$ cat src/rtl/uart_rx_if.sv
// Received-word handshake bundle between the UART receiver and its consumer.
interface uart_rx_if #(
  parameter int DBIT = 8
);
  logic [DBIT-1:0] rx_data;
  logic            rx_valid;
  logic            rx_ready;
  logic            frame_err;
  logic            parity_err;
  logic            overrun;

  // Receiver side drives the word and flags, consumer drives ready.
  modport master (output rx_data, rx_valid, frame_err, parity_err, overrun,
                  input  rx_ready);
  modport slave  (input  rx_data, rx_valid, frame_err, parity_err, overrun,
                  output rx_ready);
endinterface

$ cat src/rtl/uart_rx.sv
// UART receiver: 2-flop rx synchroniser, glitch-rejecting start detect,
// mid-bit sampling off an oversampling tick, registered valid/ready output.
module uart_rx #(
  parameter int DBIT    = 8,
  parameter int OVS     = 16,
  parameter int SB_TICK = 16
) (
  input  logic     clk,
  input  logic     rst,
  input  logic     baud_tick,
  input  logic     rx,
  input  logic     parity_en,
  input  logic     parity_odd,
  uart_rx_if.master rx_bus
);
  localparam int SMAX = (OVS > SB_TICK) ? OVS : SB_TICK;
  localparam int SW   = $clog2(SMAX);
  localparam int NW   = (DBIT > 1) ? $clog2(DBIT) : 1;
  localparam logic [SW-1:0] S_HALF = SW'(OVS/2 - 1);
  localparam logic [SW-1:0] S_BIT  = SW'(OVS - 1);
  localparam logic [SW-1:0] S_STOP = SW'(SB_TICK - 1);
  localparam logic [NW-1:0] N_LAST = NW'(DBIT - 1);

  typedef enum logic [2:0] {IDLE, START, DATA, PARITY, STOP} state_t;

  state_t          state_q, state_d;
  logic [SW-1:0]   s_q, s_d;
  logic [NW-1:0]   n_q, n_d;
  logic [DBIT-1:0] sh_q, sh_d;
  logic [1:0]      sync_q;
  logic            armed_q, armed_d;
  logic            pen_q, pen_d, podd_q, podd_d;
  logic            perr_q, perr_d;
  logic            done, ferr, rx_s;

  logic [DBIT-1:0] data_q, data_d;
  logic            valid_q, valid_d, ferr_q, ferr_d, perr_o_q, perr_o_d, ovr_q, ovr_d;

  assign rx_s = sync_q[1];

  // Synchronise the asynchronous serial line; idle level is high.
  always_ff @(posedge clk or posedge rst) begin
    if (rst) sync_q <= 2'b11;
    else     sync_q <= {sync_q[0], rx};
  end

  // Frame FSM and sampling counters.
  always_ff @(posedge clk or posedge rst) begin
    if (rst) begin
      state_q <= IDLE;
      s_q     <= '0;
      n_q     <= '0;
      sh_q    <= '0;
      armed_q <= 1'b1;
      pen_q   <= 1'b0;
      podd_q  <= 1'b0;
      perr_q  <= 1'b0;
    end else begin
      state_q <= state_d;
      s_q     <= s_d;
      n_q     <= n_d;
      sh_q    <= sh_d;
      armed_q <= armed_d;
      pen_q   <= pen_d;
      podd_q  <= podd_d;
      perr_q  <= perr_d;
    end
  end

  // Next-state: counters move only on baud_tick; done marks the stop-bit sample.
  always_comb begin
    state_d = state_q;
    s_d     = s_q;
    n_d     = n_q;
    sh_d    = sh_q;
    pen_d   = pen_q;
    podd_d  = podd_q;
    perr_d  = perr_q;
    done    = 1'b0;
    ferr    = 1'b0;
    unique case (state_q)
      IDLE: begin
        // armed_q blocks a held-low break from retriggering a frame.
        if (!rx_s && armed_q) begin
          state_d = START;
          s_d     = '0;
          pen_d   = parity_en;
          podd_d  = parity_odd;
          perr_d  = 1'b0;
        end
      end
      START: if (baud_tick) begin
        if (s_q == S_HALF) begin
          s_d     = '0;
          n_d     = '0;
          state_d = rx_s ? IDLE : DATA;
        end else s_d = s_q + SW'(1);
      end
      DATA: if (baud_tick) begin
        if (s_q == S_BIT) begin
          s_d  = '0;
          sh_d = {rx_s, sh_q[DBIT-1:1]};
          if (n_q == N_LAST) state_d = pen_q ? PARITY : STOP;
          else               n_d = n_q + NW'(1);
        end else s_d = s_q + SW'(1);
      end
      PARITY: if (baud_tick) begin
        if (s_q == S_BIT) begin
          s_d     = '0;
          perr_d  = (^{sh_q, rx_s}) ^ podd_q;
          state_d = STOP;
        end else s_d = s_q + SW'(1);
      end
      STOP: if (baud_tick) begin
        if (s_q == S_STOP) begin
          s_d     = '0;
          done    = 1'b1;
          ferr    = ~rx_s;
          state_d = IDLE;
        end else s_d = s_q + SW'(1);
      end
      default: state_d = IDLE;
    endcase
    // Re-arm on any high level; a frame ending low (break/framing error) disarms.
    armed_d = rx_s ? 1'b1 : (done ? 1'b0 : armed_q);
  end

  // Output word and flags: load on completion, hold until accepted.
  always_comb begin
    data_d   = data_q;
    ferr_d   = ferr_q;
    perr_o_d = perr_o_q;
    valid_d  = valid_q & ~rx_bus.rx_ready;
    ovr_d    = 1'b0;
    if (done) begin
      data_d   = sh_q;
      ferr_d   = ferr;
      perr_o_d = perr_q;
      valid_d  = 1'b1;
      ovr_d    = valid_q & ~rx_bus.rx_ready;
    end
  end

  // Output registers; nothing downstream sees rx_ready combinationally.
  always_ff @(posedge clk or posedge rst) begin
    if (rst) begin
      data_q   <= '0;
      valid_q  <= 1'b0;
      ferr_q   <= 1'b0;
      perr_o_q <= 1'b0;
      ovr_q    <= 1'b0;
    end else begin
      data_q   <= data_d;
      valid_q  <= valid_d;
      ferr_q   <= ferr_d;
      perr_o_q <= perr_o_d;
      ovr_q    <= ovr_d;
    end
  end

  assign rx_bus.rx_data    = data_q;
  assign rx_bus.rx_valid   = valid_q;
  assign rx_bus.frame_err  = ferr_q;
  assign rx_bus.parity_err = perr_o_q;
  assign rx_bus.overrun    = ovr_q;
endmodule

$ cat src/flat_wrapper.sv
// flat-port wrapper written by rule: the top's interface ports become plain ports
module uart_rx_flat 
#(
  parameter int DBIT    = 8,
  parameter int OVS     = 16,
  parameter int SB_TICK = 16
)
  (clk, rst, baud_tick, rx, parity_en, parity_odd, rx_bus_rx_data, rx_bus_rx_valid, rx_bus_frame_err, rx_bus_parity_err, rx_bus_overrun, rx_bus_rx_ready);
  uart_rx_if #(.DBIT(DBIT)) rx_bus_i ();
  input  logic clk;
  input  logic rst;
  input  logic baud_tick;
  input  logic rx;
  input  logic parity_en;
  input  logic parity_odd;
  output wire logic [$bits(rx_bus_i.rx_data)-1:0] rx_bus_rx_data;
  output wire logic [$bits(rx_bus_i.rx_valid)-1:0] rx_bus_rx_valid;
  output wire logic [$bits(rx_bus_i.frame_err)-1:0] rx_bus_frame_err;
  output wire logic [$bits(rx_bus_i.parity_err)-1:0] rx_bus_parity_err;
  output wire logic [$bits(rx_bus_i.overrun)-1:0] rx_bus_overrun;
  input wire logic [$bits(rx_bus_i.rx_ready)-1:0] rx_bus_rx_ready;
  assign rx_bus_rx_data = rx_bus_i.rx_data;
  assign rx_bus_rx_valid = rx_bus_i.rx_valid;
  assign rx_bus_frame_err = rx_bus_i.frame_err;
  assign rx_bus_parity_err = rx_bus_i.parity_err;
  assign rx_bus_overrun = rx_bus_i.overrun;
  assign rx_bus_i.rx_ready = rx_bus_rx_ready;
  uart_rx #(.DBIT(DBIT), .OVS(OVS), .SB_TICK(SB_TICK)) u_core (.clk(clk), .rst(rst), .baud_tick(baud_tick), .rx(rx), .parity_en(parity_en), .parity_odd(parity_odd), .rx_bus(rx_bus_i));
endmodule
$ cat config.mk
export PLATFORM = sky130hd
export DESIGN_NAME = uart_rx_flat
export DESIGN_NICKNAME = d
export VERILOG_FILES = /design/src/rtl/uart_rx_if.sv /design/src/rtl/uart_rx.sv /design/src/flat_wrapper.sv
export SDC_FILE = /design/constraint.sdc
export NUM_CORES = 1
export LEC_CHECK = 0
export CAP_MARGIN = 20
export CORE_ASPECT_RATIO = 1.5
export CORE_MARGIN = 10
export CORE_UTILIZATION = 50
export CTS_BUF_LIST = sky130_fd_sc_hd__clkbuf_8
export DETAILED_ROUTE_END_ITERATION = 8
export GPL_TIMING_DRIVEN = 0
export PLACE_DENSITY = 0.72
export SLEW_MARGIN = 20
export SYNTH_ARGS = -nofsm -noshare
export SYNTH_HDL_FRONTEND = slang
export SYNTH_SLANG_ARGS = --single-unit
$ cat constraint.sdc
create_clock -name clk -period 2.9 [get_ports clk]
set_clock_uncertainty 0.2 [all_clocks]
set_input_delay 0.29 -clock clk [delete_from_list [all_inputs] [get_ports clk]]
set_output_delay 0.29 -clock clk [all_outputs]
set_load 0.01 [all_outputs]
=== Word-level counts from Yosys, hierarchy flattened ===
Cells that the tools add are included.

* Bits in registers: 36
* Memory bits (read-only): 0
* RAM bits: 0
* Word-level logic and storage cells: 93
* Output and inout port bits: 12
* Memories kept: 0
* Bits in latches: 0

* Bitwise logic cells: 4
* Divide/modulo/power cells: 0
* Reduce and logical (&&, ||, !) cells: 15
* Order comparisons: 0
* Muxes and demuxes: 39
* $mul: 0
* Add/sub/neg operators: 2
* Shift operators: 0
* Equality and inequality tests: 19

{| class="wikitable"
|+ Operator list
! kind !! count
|-
| 2-to-1 mux 3 bit || 16
|-
| 2-to-1 mux 4 bit || 5
|-
| one-hot mux 3 bit (5 select lines) || 1
|-
| != test 2 x 1 -> 1 bit (second input constant) || 7
|-
| 2-to-1 mux 1 bit || 13
|-
| one-hot mux 4 bit (3 select lines) || 1
|-
| != test 2 bit (second input constant) || 5
|-
| AND reduction 10 bit || 1
|-
| parity 9 bit || 1
|-
| AND reduction 4 bit || 2
|-
| equality test 3 x 2 -> 1 bit (second input constant) || 2
|-
| equality test 3 bit (second input constant) || 2
|-
| one-hot mux 3 bit (2 select lines) || 1
|-
| AND reduction 6 bit || 1
|-
| nonzero test 2 bit || 3
|-
| adder 4 x 1 -> 4 bit (second input constant) || 1
|-
| equality test 4 x 3 -> 1 bit (second input constant) || 1
|-
| equality test 4 bit (second input constant) || 1
|-
| adder 3 x 1 -> 3 bit (second input constant) || 1
|-
| equality test 3 x 1 -> 1 bit (second input constant) || 1
|-
| zero test 3 bit || 1
|-
| AND reduction 3 bit || 1
|-
| nonzero test 3 bit || 1
|-
| OR reduction 3 bit || 1
|-
| other kinds (8) || 9
|}

=== Logic depth before layout (Yosys ltp) ===
* Depth after elaboration: 6
* Depth in mapped cells: 7
* Depth with buffers taken out: 6

=== Least setup slack after synthesis ===
OpenSTA, ideal clock, no wires.

* Path kind: register to register
* Start point: register u_core.n_q[0]
* End point: register u_core.n_q[0]
* Cell stages (with the launch flop): 7
* Library setup time: 0.125 ns
* Arrival: 1.800 ns
* Data required time: 2.575 ns
* Setup slack: 0.775 ns
* Clock period less this slack: 2.125 ns
* Cell sequence: dfrtp_1 -> ha_1 -> ha_1 -> nor3_2 -> a21oi_1 -> or4b_4 -> mux2_4

* Cells in the longest elaborated chain, start to end: 5
* Elaborated cells between the ends (all ways): 8

{| class="wikitable"
|+ Ends and longest elaborated chain
! element !! line !! text
|-
| from (decl) || uart_rx.sv:28 || <nowiki>logic [NW-1:0] n_q, n_d;</nowiki>
|-
| from (signal assigned) || uart_rx.sv:61 || <nowiki>n_q <= n_d;</nowiki>
|-
| adder 3 x 1 -> 3 bit || uart_rx.sv:104 || <nowiki>else n_d = n_q + NW'(1);</nowiki>
|-
| 2-to-1 mux 3 bit || uart_rx.sv:103 || <nowiki>if (n_q == N_LAST) state_d = pen_q ? PARITY : STOP;</nowiki>
|-
| 2-to-1 mux 3 bit || uart_rx.sv:100 || <nowiki>if (s_q == S_BIT) begin</nowiki>
|-
| 2-to-1 mux 3 bit || uart_rx.sv:99 || <nowiki>DATA: if (baud_tick) begin</nowiki>
|-
| one-hot mux 3 bit (2 select lines) || uart_rx.sv:81 || <nowiki>unique case (state_q)</nowiki>
|}

Parallel ways exist; a longest one is shown, timed or not. The select of a mux whose other input is x is not followed.
A chain may end at the register's enable or synchronous reset.

=== Final worst setup path ===
Same ends and word-level chain as after synthesis.

==> impl_results.md <==
* Detailed placement HPWL at ~2800 µm
* DR vias/cell at around 5.4
* RSZ-0062 raised after global routing: no
* Hold WS at 166.1 ps
* Post-Syn Area per Cell at just over 10 µm²
* Asr flop ratio synth at 100.0%
* Clock buffer count from CTS at 5
* DIE AREA at between 6000 and 7000 µm²
* Final min period at 2227 ps
* Mux cell area share after synthesis at a little under a tenth
* Hold path start: u_core.sync_q[0]
* CTS Buffer Depth at 2
* Post-synthesis sequential area ratio at slightly above 50%
* Horiz. Die Dim at 68.26 µm
* Routed len/inst at about 15 µm
* Post-layout nets at between 200 and 250
* Setup TNS Final at 0 ps
* Hold Buf Count CTS at 0
* Compound-Gate Fraction of Synth Area at roughly 8.1%
* Vias in the first global route at about 1400
* H-tree depth at 2
* Post-layout instance area at roughly 2100 µm²
* Post-Synth Adder-Cell Area at under 10%
* Fmax at roughly 0.45 GHz
* Core footprint at ~3400 µm²
* Reg clk slew, reported paths at roughly 70 ps
* Clk sink count at 36
* Simple-gate share of the synthesized area at 21.13%
* #FFs+latches synth at 36
* Largest net degree at the start of global routing at 37
* Gate Count Post-Synth at about 170
* Number of synthesized flops with an enable pin at 0
* Global route overflow at 0
* WS Path Type: flip-flop to flip-flop
* RR Startpoint: u_core.n_q[0]
* Hold WC Path Type: flip-flop to flip-flop
* Crit path from: u_core.n_q[0]
* Syn Nets at 179
* XOR/XNOR share of the synthesized area at around 5.0%
* Leak Pwr at 0.9529 nW
* Total number of vias at approximately 1300
* Final setup fails at 0
* WP data required at 2870 ps
* Reg area at about 900 µm²
* Mapped Area at about 1700 µm²
* Die H at about 92 µm
* Slew Limit Fails at 0
* I/O pin cnt at 19
* Hold Fails Final Rpt at 0
* Clk_lat worst skew at 280 ps
* Fillers at about 300
* RePlAce Congestion at 0.8921
* IO Port Bufs at 18
* Peak VDD IR at roughly 500 µV
* Routed Antenna Nets at 0
* Post-CTS setup buffers at 0
* Fin crit share at 76.80%
* Root Buffer: clkbuf_8
* CTS tree: done
* Crit path max fanout at 3
* Synth unique cells at 40
* Main combinational cell family by area after synthesis: simple AND/OR/NAND/NOR gates
* Startpoint types: flip-flop
* First-pass GRT wire length at about 6300 µm
* Ant diodes at 0
* Initial core utilization at around half
* Max Cap Viol at 0
* Share of cells above drive strength 1 at around 17%
* Row Count at 26
* Area grow syn2layout at 17.98%
* Top FF cell, synth: dfrtp_1
* DRC at 0
* YS warnings at 0
* First-pass DRT Iterations at 4
* Final WL at approximately 3600 µm
* Power Density at approximately 690 nW/µm²
* Initial antenna violation count at 0
* CP Capture Type: flip-flop
* Area of the multi-input gates at just under 800 µm²
* Post-CTS resize count at 0
* Slew HR at between 50% and 60%
* Total GRT Usage at between 10% and 20%
* WP data arrival at between 2000 and 2500 ps
* Tightest Pin Transition at ~730 ps
* Initial DRC Count at 77
* Status: completed
* Cell Area, Placed at 1979 µm²
-- worst max-delay path, stage by stage, from the launching register on --
cell	delay [ps]
dfrtp_1	400
ha_1	200
ha_1	220
nor3_2	160
a21oi_1	60
or4b_4	560
mux2_4	310
-- final cells by class --
class	instances	share of cell area [%]
multi-input cells	123	38.49
flip-flops and latches	36	43.90
clock inverters	3	0.6072
repair buffers	18	8.743
clock buffers	5	3.339
well taps	42	2.550
inverters	4	0.7286
plain buffers	6	1.639
-- routing by layer --
layer	wire [µm]	share of wire, %	global-route usage [%]	up-vias
li1	-	-	-	618
met5	0	0	0	-
met4	56	1.5	4.545	0
met2	2127	58	23.52	17
met3	169	4.6	4.463	6
met1	1291	35	12.71	631
-- registers in the layout, indices dropped and copies added, names as in the netlist --
signal	count
u_core.perr_q	1
u_core.rx_bus.rx_valid	1
u_core.podd_q	1
u_core.sh_q	8
u_core.armed_q	1
u_core.rx_bus.parity_err	1
u_core.rx_bus.rx_data	8
u_core.rx_bus.frame_err	1
u_core.sync_q	2
u_core.rx_bus.overrun	1
u_core.n_q	3
u_core.pen_q	1
u_core.state_q	3
u_core.s_q	4
-- kinds of logic after synthesis --
logic type,after synthesis
AOI/OAI and AO/OA,24
buffers and inverters,10
and+or+nand+nor,72
adders and majority gates,3
DFF,36
muxes,14
xor gates and xnor gates,10
-- placed cells by master (no fill, tap or decap), types with 2 or more instances in the layout --
cell type / instances
clkdlybuf4s50_1: 18
nand2b_1: 5
buf_2: 3
clkbuf_1: 2
nand2_1: 38
or4b_4: 2
a21oi_1: 7
dfstp_2: 3
nand3_1: 5
inv_1: 5
mux2i_1: 3
mux2_2: 10
ha_1: 3
xnor2_1: 10
o21ai_0: 7
nor2b_1: 2
clkbuf_8: 5
nor3_2: 2
o22ai_1: 2
nor2_1: 7
dfrtp_1: 33
-- report_power, final --
group          leakage, nW  internal, W  switching (W)
Sequential           0.474     0.000575      0.0000649
Clock               0.0505     0.000161       0.000170
Combinational        0.428     0.000214       0.000244
-- path summary, 6_finish.rpt --
kind,cells after the start,endpoint,slack (ps)
worst min-delay path,0,u_core.sync_q[1],170
max in group asynchronous,2,u_core.rx_bus.rx_data[1],1780
min in group asynchronous,2,u_core.s_q[0],250
worst max-delay path,6,u_core.n_q[0],670
worst max register to register,6,u_core.n_q[0],670
worst min register to register,0,u_core.sync_q[1],170
-- cell usage after synthesis (all sizes together), types with 2 or more instances --
master,count,area [µm²]
nand2,38,142.6
dfrtp,33,825.8
mux2,11,127.6
xnor2,10,87.58
nor2,8,32.54
o21ai,8,40.03
a21oi,7,35.03
nand2b,6,45.04
nand3,5,25.02
buf,4,26.27
inv,4,15.01
dfstp,3,78.83
ha,3,37.54
mux2i,3,30.03
nor3,3,25.02
or4b,3,37.54
clkbuf,2,7.510
nor2b,2,12.51
o22ai,2,12.51
-- per-stage QoR --
step | std cells | setup WS, ps | total power, W | utilization [%]
floorplan | 169 | 775.4 | 0.001004 | -
detailed placement | 229 | 530.4 | 0.001108 | 58.51
finish | 237 | 672.9 | 0.001429 | 60.91
global route | 237 | 587.2 | 0.001532 | 60.91
global placement | 229 | 557.3 | 0.001076 | 58.51
CTS | 237 | 665.0 | 0.001440 | 60.91
Note: power is estimated with default switching activity, not from simulation.
